==> src/rtl/serial_subtractor_if.sv <==
// Handshake and operand/result bundle for the bit-serial subtractor.
// The controller drives start/x/y through master; the subtractor answers through slave.
interface serial_subtractor_if #(
    parameter int WIDTH = 8
);
    logic             start;
    logic [WIDTH-1:0] x;
    logic [WIDTH-1:0] y;
    logic             busy;
    logic             done;
    logic [WIDTH-1:0] diff;
    logic             borrow_out;

    modport master (
        output start, x, y,
        input  busy, done, diff, borrow_out
    );

    modport slave (
        input  start, x, y,
        output busy, done, diff, borrow_out
    );
endinterface

==> src/rtl/serial_subtractor.sv <==
// Bit-serial unsigned subtractor: x - y, one bit per clock, LSB first, through a
// single full-subtractor cell with a registered borrow.
module serial_subtractor #(
    parameter int WIDTH = 8
) (
    input logic                clk,
    input logic                rst,
    serial_subtractor_if.slave bus
);
    localparam int CNT_W = (WIDTH > 1) ? $clog2(WIDTH) : 1;
    localparam logic [CNT_W-1:0] LAST_CNT = CNT_W'(WIDTH - 1);

    typedef enum logic [1:0] {
        IDLE  = 2'd0,
        SHIFT = 2'd1,
        DONE  = 2'd2
    } state_t;

    state_t           state_reg;
    logic [WIDTH-1:0] sx_reg;
    logic [WIDTH-1:0] sy_reg;
    logic [WIDTH-1:0] sr_reg;
    logic [WIDTH-1:0] diff_reg;
    logic [CNT_W-1:0] cnt_reg;
    logic             bin_reg;
    logic             borrow_reg;
    logic             busy_reg;
    logic             done_reg;

    // Full-subtractor cell fed by the current LSBs and the carried borrow.
    logic a_bit, b_bit, d_bit, bout_bit;
    assign a_bit    = sx_reg[0];
    assign b_bit    = sy_reg[0];
    assign d_bit    = a_bit ^ b_bit ^ bin_reg;
    assign bout_bit = (~a_bit & (b_bit ^ bin_reg)) | (b_bit & bin_reg);

    always_ff @(posedge clk or posedge rst) begin
        if (rst) begin
            state_reg  <= IDLE;
            sx_reg     <= '0;
            sy_reg     <= '0;
            sr_reg     <= '0;
            diff_reg   <= '0;
            cnt_reg    <= '0;
            bin_reg    <= 1'b0;
            borrow_reg <= 1'b0;
            busy_reg   <= 1'b0;
            done_reg   <= 1'b0;
        end else begin
            case (state_reg)
                // DONE accepts a new request exactly like IDLE so ops can run back-to-back.
                IDLE, DONE: begin
                    done_reg <= 1'b0;
                    if (bus.start) begin
                        sx_reg    <= bus.x;
                        sy_reg    <= bus.y;
                        bin_reg   <= 1'b0;
                        cnt_reg   <= '0;
                        busy_reg  <= 1'b1;
                        state_reg <= SHIFT;
                    end else begin
                        state_reg <= IDLE;
                    end
                end
                SHIFT: begin
                    sr_reg  <= {d_bit, sr_reg[WIDTH-1:1]};
                    sx_reg  <= sx_reg >> 1;
                    sy_reg  <= sy_reg >> 1;
                    bin_reg <= bout_bit;
                    cnt_reg <= cnt_reg + 1'b1;
                    if (cnt_reg == LAST_CNT) begin
                        diff_reg   <= {d_bit, sr_reg[WIDTH-1:1]};
                        borrow_reg <= bout_bit;
                        busy_reg   <= 1'b0;
                        done_reg   <= 1'b1;
                        state_reg  <= DONE;
                    end
                end
                default: begin
                    busy_reg  <= 1'b0;
                    done_reg  <= 1'b0;
                    state_reg <= IDLE;
                end
            endcase
        end
    end

    assign bus.busy       = busy_reg;
    assign bus.done       = done_reg;
    assign bus.diff       = diff_reg;
    assign bus.borrow_out = borrow_reg;
endmodule

==> src/flat_wrapper.sv <==
// flat-port wrapper written by rule: the top's interface ports become plain ports
module serial_subtractor_flat 
#(
    parameter int WIDTH = 8
)
  (clk, rst, bus_start, bus_x, bus_y, bus_busy, bus_done, bus_diff, bus_borrow_out);
  serial_subtractor_if #(.WIDTH(WIDTH)) bus_i ();
  input logic clk;
  input logic rst;
  input wire logic [$bits(bus_i.start)-1:0] bus_start;
  input wire logic [$bits(bus_i.x)-1:0] bus_x;
  input wire logic [$bits(bus_i.y)-1:0] bus_y;
  output wire logic [$bits(bus_i.busy)-1:0] bus_busy;
  output wire logic [$bits(bus_i.done)-1:0] bus_done;
  output wire logic [$bits(bus_i.diff)-1:0] bus_diff;
  output wire logic [$bits(bus_i.borrow_out)-1:0] bus_borrow_out;
  assign bus_i.start = bus_start;
  assign bus_i.x = bus_x;
  assign bus_i.y = bus_y;
  assign bus_busy = bus_i.busy;
  assign bus_done = bus_i.done;
  assign bus_diff = bus_i.diff;
  assign bus_borrow_out = bus_i.borrow_out;
  serial_subtractor #(.WIDTH(WIDTH)) u_core (.clk(clk), .rst(rst), .bus(bus_i));
endmodule
==> config.mk <==
export PLATFORM = sky130hd
export DESIGN_NAME = serial_subtractor_flat
export DESIGN_NICKNAME = d
export VERILOG_FILES = /design/src/rtl/serial_subtractor_if.sv /design/src/rtl/serial_subtractor.sv /design/src/flat_wrapper.sv
export SDC_FILE = /design/constraint.sdc
export NUM_CORES = 1
export LEC_CHECK = 0
export CAP_MARGIN = 20
export CORE_MARGIN = 2
export CORE_UTILIZATION = 56
export CTS_CLUSTER_DIAMETER = 120
export DETAILED_ROUTE_END_ITERATION = 7
export MAX_ROUTING_LAYER = met4
export PLACE_DENSITY = 0.85
export REMOVE_ABC_BUFFERS = 1
export SETUP_SLACK_MARGIN = 0.3
export SLEW_MARGIN = 20
export SYNTH_ARGS = -nofsm -noshare
export SYNTH_HDL_FRONTEND = slang
export SYNTH_SLANG_ARGS = --single-unit
==> constraint.sdc <==
create_clock -name clk -period 3 [get_ports clk]
set_clock_uncertainty 0.15 [all_clocks]
set_input_delay 0.6 -clock clk [delete_from_list [all_inputs] [get_ports clk]]
set_output_delay 0.6 -clock clk [all_outputs]
set_load 0.01 [all_outputs]
Word level (Yosys, flattened, before mapping)

Cells that the tools add are included.

Output and inout bits: 11
Input port bits: 19
Register bits after elaboration: 41

$add $sub $neg: 1
Equality and inequality tests: 5
Reduce and logical (&&, ||, !) cells: 6
Bitwise operators: 7
Multiplexer cells: 16

Operators by type and width:

| operator                                              | number |
|---|---|
| case mux 8 bit (2 select lines)                       | 2 |
| two-way mux 8 bit                                     | 2 |
| two-way mux 1 bit                                     | 6 |
| case mux 3 bit (2 select lines)                       | 1 |
| AND reduction 2 bit                                   | 3 |
| case mux 1 bit (2 select lines)                       | 2 |
| case mux 2 bit (2 select lines)                       | 1 |
| adder 3 x 1 -> 3 bit, second input constant           | 1 |
| equality test 3 bit, second input constant            | 1 |
| two-way mux 3 bit                                     | 1 |
| bitwise XOR 1 bit                                     | 3 |
| bitwise AND 1 bit                                     | 2 |
| equality test 2 x 1 -> 1 bit, second input constant   | 1 |
| equality test 2 bit, second input constant            | 1 |
| zero test 2 bit                                       | 1 |
| two-way mux 2 bit                                     | 1 |
| inequality test 2 x 1 -> 1 bit, second input constant | 1 |
| inequality test 2 bit, second input constant          | 1 |
| nonzero test 2 bit                                    | 1 |
| OR reduction 2 bit                                    | 1 |
| inverter 1 bit                                        | 1 |
| bitwise OR 1 bit                                      | 1 |

Logic depth before layout (Yosys ltp)

Word-level depth: 4
Gate-level depth with buffers: 6

Worst setup path after synthesis

No wires, ideal clock.

Kind: flip-flop to flip-flop
From: register u_core.cnt_reg[0]
To: register u_core.borrow_reg (netlist: u_core.bus.borrow_out)
Setup time: 125 ps
Data arrival time: 1,295 ps
Cell stages (with the launch flop): 6
Path slack: 1,430 ps
Path buffers: 1
Cell sequence: dfrtp_1 > ha_1 > ha_1 > nand3b_4 > buf_6 > mux2_4

Word-level cells in the longest chain between the ends: 2

Ends and longest elaborated chain:

| element                       | line                    | text |
|---|---|---|
| from (decl)                   | serial_subtractor.sv:24 | `logic [CNT_W-1:0] cnt_reg;` |
| from (signal assigned)        | serial_subtractor.sv:70 | `cnt_reg <= cnt_reg + 1'b1;` |
| equality test 3 bit           | serial_subtractor.sv:71 | `if (cnt_reg == LAST_CNT) begin` |
| AND reduction 2 bit (no line) | -                       |  |
| to (signal assigned)          | serial_subtractor.sv:73 | `borrow_reg <= bout_bit;` |
| to (decl)                     | serial_subtractor.sv:26 | `logic borrow_reg;` |

Every way passes these cells.
A chain may end at the register's enable or synchronous reset.

==> results_dict.tcl <==
set metrics [dict create \
    final_core_util_pct 71.9 \
    worstPathRequired_ns 2.25 \
    clk_latency_ns 0.35 \
    max_slew_margin_pct 61.3 \
    synth_cells 164 \
    synth.distinct_cells 28 \
    cell_internal_pwr_mw 1.45 \
    first_global_vias 1236 \
    hpwl_microns 2380 \
    swShare_pct 34.3 \
    drt_first_pass_iters 4 \
    cts.sink_count 39 \
    io_buffers 29 \
    core_region_area_sq_mm 0.00310 \
    yosys_register_bits 39 \
    drive_gt1_share_pct 12.9 \
    nets 215 \
    cp_slowest_cell "dfrtp_1" \
    nFillCells 248 \
    cts.clk_slew.worst_paths_ns 0.11 \
    gp_congestion 0.737 \
    seq_power_share_pct 43.8 \
    worstPathCellList "clkdlybuf4s50_1" \
    cp_max_fo 13 \
    maxSlewViolCount 0 \
    cp-start-kind "flip-flop" \
    ir_worst_vdd_v 0.000468 \
    fin_crit_sh_pct 80.3 \
    worstMarginPinSlew_ns 0.578 \
    grt_max_degree 40 \
    die-area_sq_mm 0.00377 \
    avgSynthCellArea_sq_um 11.2 \
    path_class "flip-flop to primary output" \
    die_x_microns 61.4 \
    diodes 0 \
    initial_utilization_pct 59.4 \
    grt_antenna_before_repair 0 \
    cts_made_buffers 5 \
    leakage_nw 1.03 \
    cp_num_buf_inv 1 \
    grt_pass1_wl_microns 5640 \
    wl_per_cell_microns 14.3 \
    grt_setup_unrepaired "false" \
    cts-root-buf "clkbuf_4" \
    ant_nets 0 \
    wirelength_microns 3410 \
    setup_viol 0 \
    overflow 0 \
    drc 0 \
    synth.cell_area_sq_mm 0.00184 \
    status "finished, final reports clean" \
    powerDensity_mw_per_mm2 990 \
    ys_seq_area_share_pct 52.9 \
    crit_arrival_ns 1.66 \
    maxCapViolCount 0 \
    place_area_sq_mm 0.00214 \
    crit_family "flip-flops" \
    min_path_type "flip-flop to flip-flop" \
    tns_ns 0 \
    pwr-share-comb_pct 39.5 \
    min_period_ns 2.41 \
    ios 30 \
    cts_resized 0 \
    post_cts_buffers 0 \
    hold_violations 0 \
    clkPwrFrac_pct 16.7 \
    dieHeight_microns 61.4 \
    cp_slowest_stage_delay_ns 0.67 \
    fmax_mhz 415 \
    rows 20 \
    final_cell_area_sq_mm 0.00223 \
    area_growth_pct 21.0 \
    power_mw 2.21 \
    yosysWarnings 0 \
    p_switching_mw 0.758 \
    grt_use_total_pct 21.6 \
    vias 1304 \
    hold_buffers 0 \
    vias_per_cell 5.48 \
    crit_path_end_kind "primary output" \
    dr.first_iter.drc_count 45 \
    cts_tree "yes" \
    clockBufferDepth 2 \
    cts-htree-levels 2 \
]
==> through the flow <==
stage,hold slack (ns),setup WS (ns),std cells
after floorplan,0.296,1.13,153
after global placement,0.310,0.733,230
after detailed placement,0.323,0.647,230
after CTS,0.353,0.584,238
after global routing,0.378,0.508,238
final,0.350,0.590,238
==> power by group through the flow <==
stage / sequential, mW / clock (mW) / combinational [mW]
final: 0.967 / 0.370 / 0.872
after global routing: 1.00 / 0.402 / 0.968
after CTS: 0.970 / 0.378 / 0.882
after detailed placement: 0.978 / 0 / 0.879
after global placement: 0.955 / 0 / 0.816
after floorplan: 0.982 / 0 / 0.530
==> per-layer routing <==
metal	track usage (%)	part of all wire (%)	up-vias	routed length [microns]
met4	6.38	1.1	0	38
met2	34.3	51	33	1720
met5	-	0	-	0
met1	27.4	43	643	1480
met3	5.67	4.9	4	166
li1	-	-	624	-
==> worst paths after layout <==
kind | startpoint | end | slack, ns | cells past startpoint
worst max-delay path | u_core.state_reg[1] | bus_done | 0.59 | 1
worst min-delay path | u_core.sy_reg[6] | u_core.sy_reg[6] | 0.35 | 1
worst max register to register | u_core.state_reg[0] | u_core.cnt_reg[1] | 1.25 | 3
worst min register to register | u_core.sy_reg[6] | u_core.sy_reg[6] | 0.35 | 1
max in group asynchronous | rst | u_core.sy_reg[6] | 1.85 | 3
min in group asynchronous | rst | u_core.bus.diff[6] | 0.51 | 3
==> kinds of logic (layout without fill, tap and decap cells) <==
logic type	count (synthesis)	count (layout)	share of synthesized area, %
compound gates	37	37	12.3
fa+ha+maj	3	3	2.44
buf+inv	17	47	5.29
flops	39	39	52.9
mux	22	22	14.0
simple gates	46	46	13.0
==> placed cells by master (no fill, tap or decap) <==
| master | instances |
|---|---|
| dfrtp_1 | 39 |
| clkdlybuf4s50_1 | 29 |
| nand2_1 | 24 |
| a21oi_1 | 13 |
| mux2i_1 | 12 |
| a211oi_1 | 10 |
| nor2b_1 | 9 |
| mux2_4 | 7 |
| o21ai_0 | 7 |
| inv_1 | 6 |
| clkbuf_4 | 5 |
| buf_4 | 4 |
| nand3_1 | 3 |
| a22o_1 | 3 |
| o22ai_1 | 3 |
| nor2_1 | 3 |
| mux2_2 | 3 |
| and2b_1 | 2 |
| ha_1 | 2 |
| nand3b_4 | 1 |
| nand2b_1 | 1 |
| nand2b_2 | 1 |
| and2_4 | 1 |
| nand3b_1 | 1 |
| a21o_1 | 1 |
| fa_1 | 1 |
| clkbuf_8 | 1 |
| bufinv_16 | 1 |
| clkinv_2 | 1 |
==> cell usage after synthesis, drive strengths merged <==
cell type | count | area (sq um)
nor2b | 9 | 56.3
nand3b | 2 | 27.5
ha | 2 | 25.0
mux2i | 12 | 120
a21o | 1 | 7.51
a211oi | 10 | 75.1
mux2 | 10 | 139
inv | 6 | 22.5
a21oi | 13 | 65.1
and2 | 1 | 8.76
o21ai | 7 | 35.0
and2b | 2 | 15.0
a22o | 3 | 26.3
o22ai | 3 | 18.8
dfrtp | 39 | 976
nand2b | 2 | 15.0
nor2 | 3 | 11.3
nand3 | 3 | 15.0
fa | 1 | 20.0
buf | 9 | 66.3
nand2 | 24 | 90.1
clkbuf | 2 | 8.75
==> cell type report <==
type	count	area, sq um	area share, %
repair buffers	33	320	14.4
inverters	6	22.5	1.01
clock buffers	6	51.3	2.30
well taps	44	55.1	2.47
multi-input cells	108	771	34.5
flip-flops and latches	39	976	43.7
clock inverters	2	35.0	1.57
(Power assumes the default switching activity.)
